**config.mk**
```make
export PLATFORM = sky130hd
export DESIGN_NAME = seq_detect_mealy
export DESIGN_NICKNAME = d
export VERILOG_FILES = /design/src/rtl/seq_det_pkg.sv /design/src/rtl/sat_counter.sv /design/src/rtl/seq_detect_mealy.sv
export SDC_FILE = /design/constraint.sdc
export NUM_CORES = 1
export LEC_CHECK = 0
export BUFFER_PORTS_ARGS = -buffer_cell sky130_fd_sc_hd__buf_2
export CORE_UTILIZATION = 44
export DETAILED_ROUTE_END_ITERATION = 6
export PLACE_DENSITY_LB_ADDON = 0.3
export SYNTH_ARGS = -nofsm -noshare
export SYNTH_HDL_FRONTEND = slang
export SYNTH_SLANG_ARGS = --single-unit
```
**constraint.sdc**
```tcl
create_clock -name clk -period 1.5 [get_ports clk]
set_input_delay 0.3 -clock clk [delete_from_list [all_inputs] [get_ports clk]]
set_output_delay 0.3 -clock clk [all_outputs]
set_load 0.01 [all_outputs]
```
**src/rtl/seq_det_pkg.sv**
```systemverilog
// Shared constants and helpers for the serial Mealy sequence detector.
// Latency: n/a (package only).
// Backpressure: n/a (package only).
package seq_det_pkg;

  // Legal range of the pattern length and minimum counter width.
  localparam int W_MIN     = 2;
  localparam int W_MAX     = 16;
  localparam int CNT_W_MIN = 1;

  // Default pattern for the 4-bit detector. The first received bit is the MSB.
  localparam logic [3:0] DEFAULT_PATTERN = 4'b1011;

  // Width of the fill counter. It must hold values 0..W-1.
  function automatic int fill_width(input int w);
    return (w < 2) ? 1 : $clog2(w);
  endfunction

endpackage

```
**src/rtl/sat_counter.sv**
```systemverilog
// Saturating up-counter: increments on inc and holds at all-ones.
// Latency: cnt/sat update one cycle after inc.
// Backpressure: none; inc is accepted every cycle and ignored while saturated.
// Ports: clk, rst (sync, active-high), clr (sync clear), inc -> cnt[WIDTH], sat
module sat_counter #(
  parameter int WIDTH = 8
) (
  input  logic             clk,
  input  logic             rst,
  input  logic             clr,
  input  logic             inc,
  output logic [WIDTH-1:0] cnt,
  output logic             sat
);

  logic [WIDTH-1:0] cnt_q;
  logic [WIDTH-1:0] cnt_d;

  assign sat = (cnt_q == {WIDTH{1'b1}});
  assign cnt = cnt_q;

  always_comb begin
    cnt_d = cnt_q;
    if (rst || clr) begin
      cnt_d = '0;
    end else if (inc && !sat) begin
      cnt_d = cnt_q + WIDTH'(1);
    end
  end

  always_ff @(posedge clk) begin
    if (rst) begin
      cnt_q <= '0;
    end else begin
      cnt_q <= cnt_d;
    end
  end

endmodule

```
**src/rtl/seq_detect_mealy.sv**
```systemverilog
// Serial Mealy detector for a W-bit pattern, with overlap/non-overlap modes and a match counter.
// Latency: y is combinational in the cycle of the completing bit; match_cnt/cnt_sat follow one cycle later.
// Backpressure: none; x is consumed on every cycle that x_vld is high, gaps hold state.
// Ports: clk, rst (sync, active-high), x, x_vld, clr (sync clear) -> y, match_cnt[CNT_W], cnt_sat
module seq_detect_mealy
  import seq_det_pkg::*;
#(
  parameter int             W       = 4,
  parameter logic [W-1:0]   PATTERN = W'(DEFAULT_PATTERN),
  parameter bit             OVERLAP = 1'b1,
  parameter int             CNT_W   = 8
) (
  input  logic             clk,
  input  logic             rst,
  input  logic             x,
  input  logic             x_vld,
  input  logic             clr,
  output logic             y,
  output logic [CNT_W-1:0] match_cnt,
  output logic             cnt_sat
);

  if (W < W_MIN || W > W_MAX || CNT_W < CNT_W_MIN) begin : g_bad_params
    $error("seq_detect_mealy: illegal parameters W=%0d CNT_W=%0d", W, CNT_W);
  end

  localparam int                FILL_W   = fill_width(W);
  localparam logic [FILL_W-1:0] FILL_MAX = FILL_W'(W - 1);

  logic [W-2:0]      hist_q;
  logic [W-2:0]      hist_d;
  logic [FILL_W-1:0] fill_q;
  logic [FILL_W-1:0] fill_d;
  logic [W-1:0]      window;

  always_comb begin
    window = {hist_q, x};
    // Requiring a full history stops a zero-initialised hist from matching
    // patterns with leading zeros before W real bits have arrived.
    y      = x_vld & (fill_q == FILL_MAX) & (window == PATTERN) & ~rst & ~clr;
    hist_d = hist_q;
    fill_d = fill_q;
    if (rst || clr) begin
      hist_d = '0;
      fill_d = '0;
    end else if (x_vld) begin
      hist_d = window[W-2:0];
      if (y && !OVERLAP) begin
        // Restart detection; hist content is irrelevant until refilled.
        fill_d = '0;
      end else if (fill_q != FILL_MAX) begin
        fill_d = fill_q + FILL_W'(1);
      end
    end
  end

  always_ff @(posedge clk) begin
    if (rst) begin
      hist_q <= '0;
      fill_q <= '0;
    end else begin
      hist_q <= hist_d;
      fill_q <= fill_d;
    end
  end

  sat_counter #(
    .WIDTH (CNT_W)
  ) u_match_cnt (
    .clk (clk),
    .rst (rst),
    .clr (clr),
    .inc (y),
    .cnt (match_cnt),
    .sat (cnt_sat)
  );

endmodule

```
==> summary.md <==
| Metric | Value |
|---|---|
| Outcome | complete, but fails checks |
| Failing checks | setup timing |
| Cells after Synth | 63 |
| Rel. slew slack | 0.7981 |
| Layout cells sized above 1 | 0.5957 |
| Startpoint Class | flip-flop |
| First-pass GRT wire length | 2270 µm |
| Ys flop type | dfxtp_1 |
| CTS Hold Bufs | 0 |
| Sequential Power Share | 0.579 |
| Max-cap viol count | 0 |
| Initial antenna violation count | 0 |
| Synth unique cells | 24 |
| Switching power | 0.0001417 W |
| Cell Area, Synth | 604.3 µm² |
| Mapped Nets | 70 |
| Total number of vias | 586 |
| DR iter-0 viols | 14 |
| GRT Overall Usage | 0.2332 |
| Commonest non-fill, non-tap cell in the layout | buf_2 |
| Area grow syn2layout | 53.42% |
| Logic pwr share | 0.063 |
| Post-route ant nets | 0 |
| Grt total ovfl | 0 |
| Rows | 12 |
| Antenna diode count | 0 |
| Largest net degree at the start of global routing | 14 |
| Most frequent cells in the layout | buf_2, buf_4, nor2_1 |
| Min Tclk post-route | 1.587 ns |
| Num CTS Buffers | 3 |
| Worst Path Max Fanout | 5 |
| Sequential fraction of the synthesis area | 0.4306 |
| Fillcell total | 76 |
| Fmax | 629.9 MHz |
| Skew final | 0.007496 ns |
| Hold_ws | 0.2938 ns |
| Setup Viol. Count Final | 6 |
| Layout Cells excl Fill | 108 |
| Die X | 39.06 µm |
| Largest area contributor in the netlist | dfxtp_1 |
| Vias in the first global route | 496 |
| Core Util, Final | 0.7816 |
| Synthesized flop and latch total | 13 |
| Total Routed Length | 1665 µm |
| Drt first pass iters | 4 |
| Hold Path Class | in2reg |
| CTS H-Tree Depth | 1 |
| Initial Utilization | 0.5095 |
| Die area | 1526 µm² |
| Least-Margin Pin Slew | 0.3029 ns |
| Leakage power of the design | 0.3774 nW |
| Slew Viols, Final | 0 |
| Setup WS pre-CTS | -0.03596 ns |
| CP Capture Type | flip-flop |
| Clock slew seen by the registers of the worst setup and hold paths | 0.08 ns |
| Clock Power Share | 0.359 |
| Post-synth EDFFs | 0 |
| Vias/cell | 5.426 |
| Max VDD drop | 615.3 µV |
| Core Region | 1186 µm² |
| Final worst setup slack | -0.08746 ns |
| Net Sw Frac | 0.2335 |
| Cells after DPL | 100 |
| Seq. cell area | 269.0 µm² |
| RSZ-0062 raised after global routing | true |
| Nets | 102 |
| Mean Syn Cell Area | 9.593 µm² |
| Worst Path Required | 1.71 ns |
| Die Y | 39.06 µm |
| DP HPWL | 878.8 µm |
| Async set or reset register ratio after synthesis | 0 |
| DRC | 0 |
| Final Hold Fails | 0 |
| Yosys warnings | 0 |
| Per-cell routed wire length | 15.42 µm |
| Sink Count | 13 |
| Synth area leaders | dfxtp_1, mux2i_1, nor2_1, a21oi_1, ha_1 |
| Arr. time, crit path | 1.80 ns |
| Global placement routability congestion | 0.7696 |
| Footprint of the multi-input gates | 422.9 µm² |
| PortBufs | 14 |
| CTS tree | done |
| Fin crit share | 1.058 |
| Root Driver | clkbuf_4 |
| Top-area cell type share of the netlist area | 0.4306 |
| Internal power | 0.0004650 W |
| Crit Path Class | reg2reg |
| Maximum clock insertion buffer count | 2 |
| Clk Latency, worst-skew pair | 0.28 ns |
| I/O Pins | 15 |
| Pwr dens | 654.4 nW/µm² |
-- worst paths after layout --
kind / startpoint / endpoint / slack, ns / cells past startpoint
setup reg to reg: fill_q[0] / u_match_cnt.cnt[5] / -0.09 / 6
hold / removal: x / hist_q[0] / 0.29 / 3
hold reg to reg: fill_q[1] / fill_q[1] / 0.53 / 2
setup / recovery: fill_q[0] / u_match_cnt.cnt[5] / -0.09 / 6
-- repair_timing --
action | CTS | global route
endpoints found under the setup margin | 5 | 9
gates resized for setup | 9 | 19
pin swaps | 5 | 3
setup buffers | 3 | 1
-- synth_stat cells, types with 2 or more instances --
cell type	number
ha_1	2
nand3_1	3
mux2i_1	5
xor2_1	2
nand2_1	2
dfxtp_1	13
a21oi_1	5
nor2_1	9
o21ai_0	4
or3_1	4
-- cells by family after synthesis --
| kind of cell | Yosys count | share of synthesized area |
|---|---|---|
| XOR/XNOR | 3 | 0.04349 |
| multiplexers | 5 | 0.08282 |
| flip-flops | 13 | 0.4306 |
| adder cells (fa/ha/maj) | 2 | 0.04140 |
| AO/OA/AOI/OAI | 12 | 0.1470 |
| buffers and inverters | 2 | 0.01241 |
| AND/OR/NAND/NOR | 26 | 0.2423 |
-- per-layer routing --
metal,vias up,track usage,routed length [µm],part of all wire
li1,291,-,-,-
met1,276,0.2862,704,0.42
met2,15,0.3708,857,0.51
met3,4,0.1040,70,0.042
met4,0,0.05172,34,0.020
met5,-,0,0,0
-- registers in the layout, summed over array words and instances (netlist names) --
register	cells
hist_q	3
u_match_cnt.cnt	8
fill_q	2
-- critical path, stage by stage, from the launching register on --
cell,delay [ns]
dfxtp_2,0.37
ha_4,0.14
and4b_2,0.24
buf_6,0.12
o2111ai_4,0.12
or3_4,0.42
a21oi_2,0.12
-- final cells by class --
| class | count | share of cell area |
|---|---|---|
| clock buffers | 3 | 0.02429 |
| clock inverters | 1 | 0.005398 |
| inverters | 1 | 0.004049 |
| multi-input cells | 48 | 0.4561 |
| flip-flops and latches | 13 | 0.2901 |
| well taps | 14 | 0.01889 |
| repair buffers | 28 | 0.2011 |
-- through the flow --
step / TNS [ns] / cell area (µm²) / total power (W)
after floorplan: 0 / 604.3 / 0.0003756
after CTS: -0.1478 / 847.1 / 0.0006081
after detailed placement: -0.03596 / 763.2 / 0.0003905
after global placement: 0 / 763.2 / 0.0003895
final: -0.3434 / 927.1 / 0.0006067
after global routing: -0.7029 / 927.1 / 0.0006333
-- power groups by stage --
stage | sequential, W | combinational, W | clock, W
after floorplan | 0.000358 | 0.0000181 | 0
after global placement | 0.000358 | 0.0000318 | 0
after detailed placement | 0.000358 | 0.0000328 | 0
after CTS | 0.000350 | 0.0000343 | 0.000224
after global routing | 0.000351 | 0.0000398 | 0.000242
final | 0.000351 | 0.0000379 | 0.000218
Note: power is estimated with default switching activity, not from simulation.
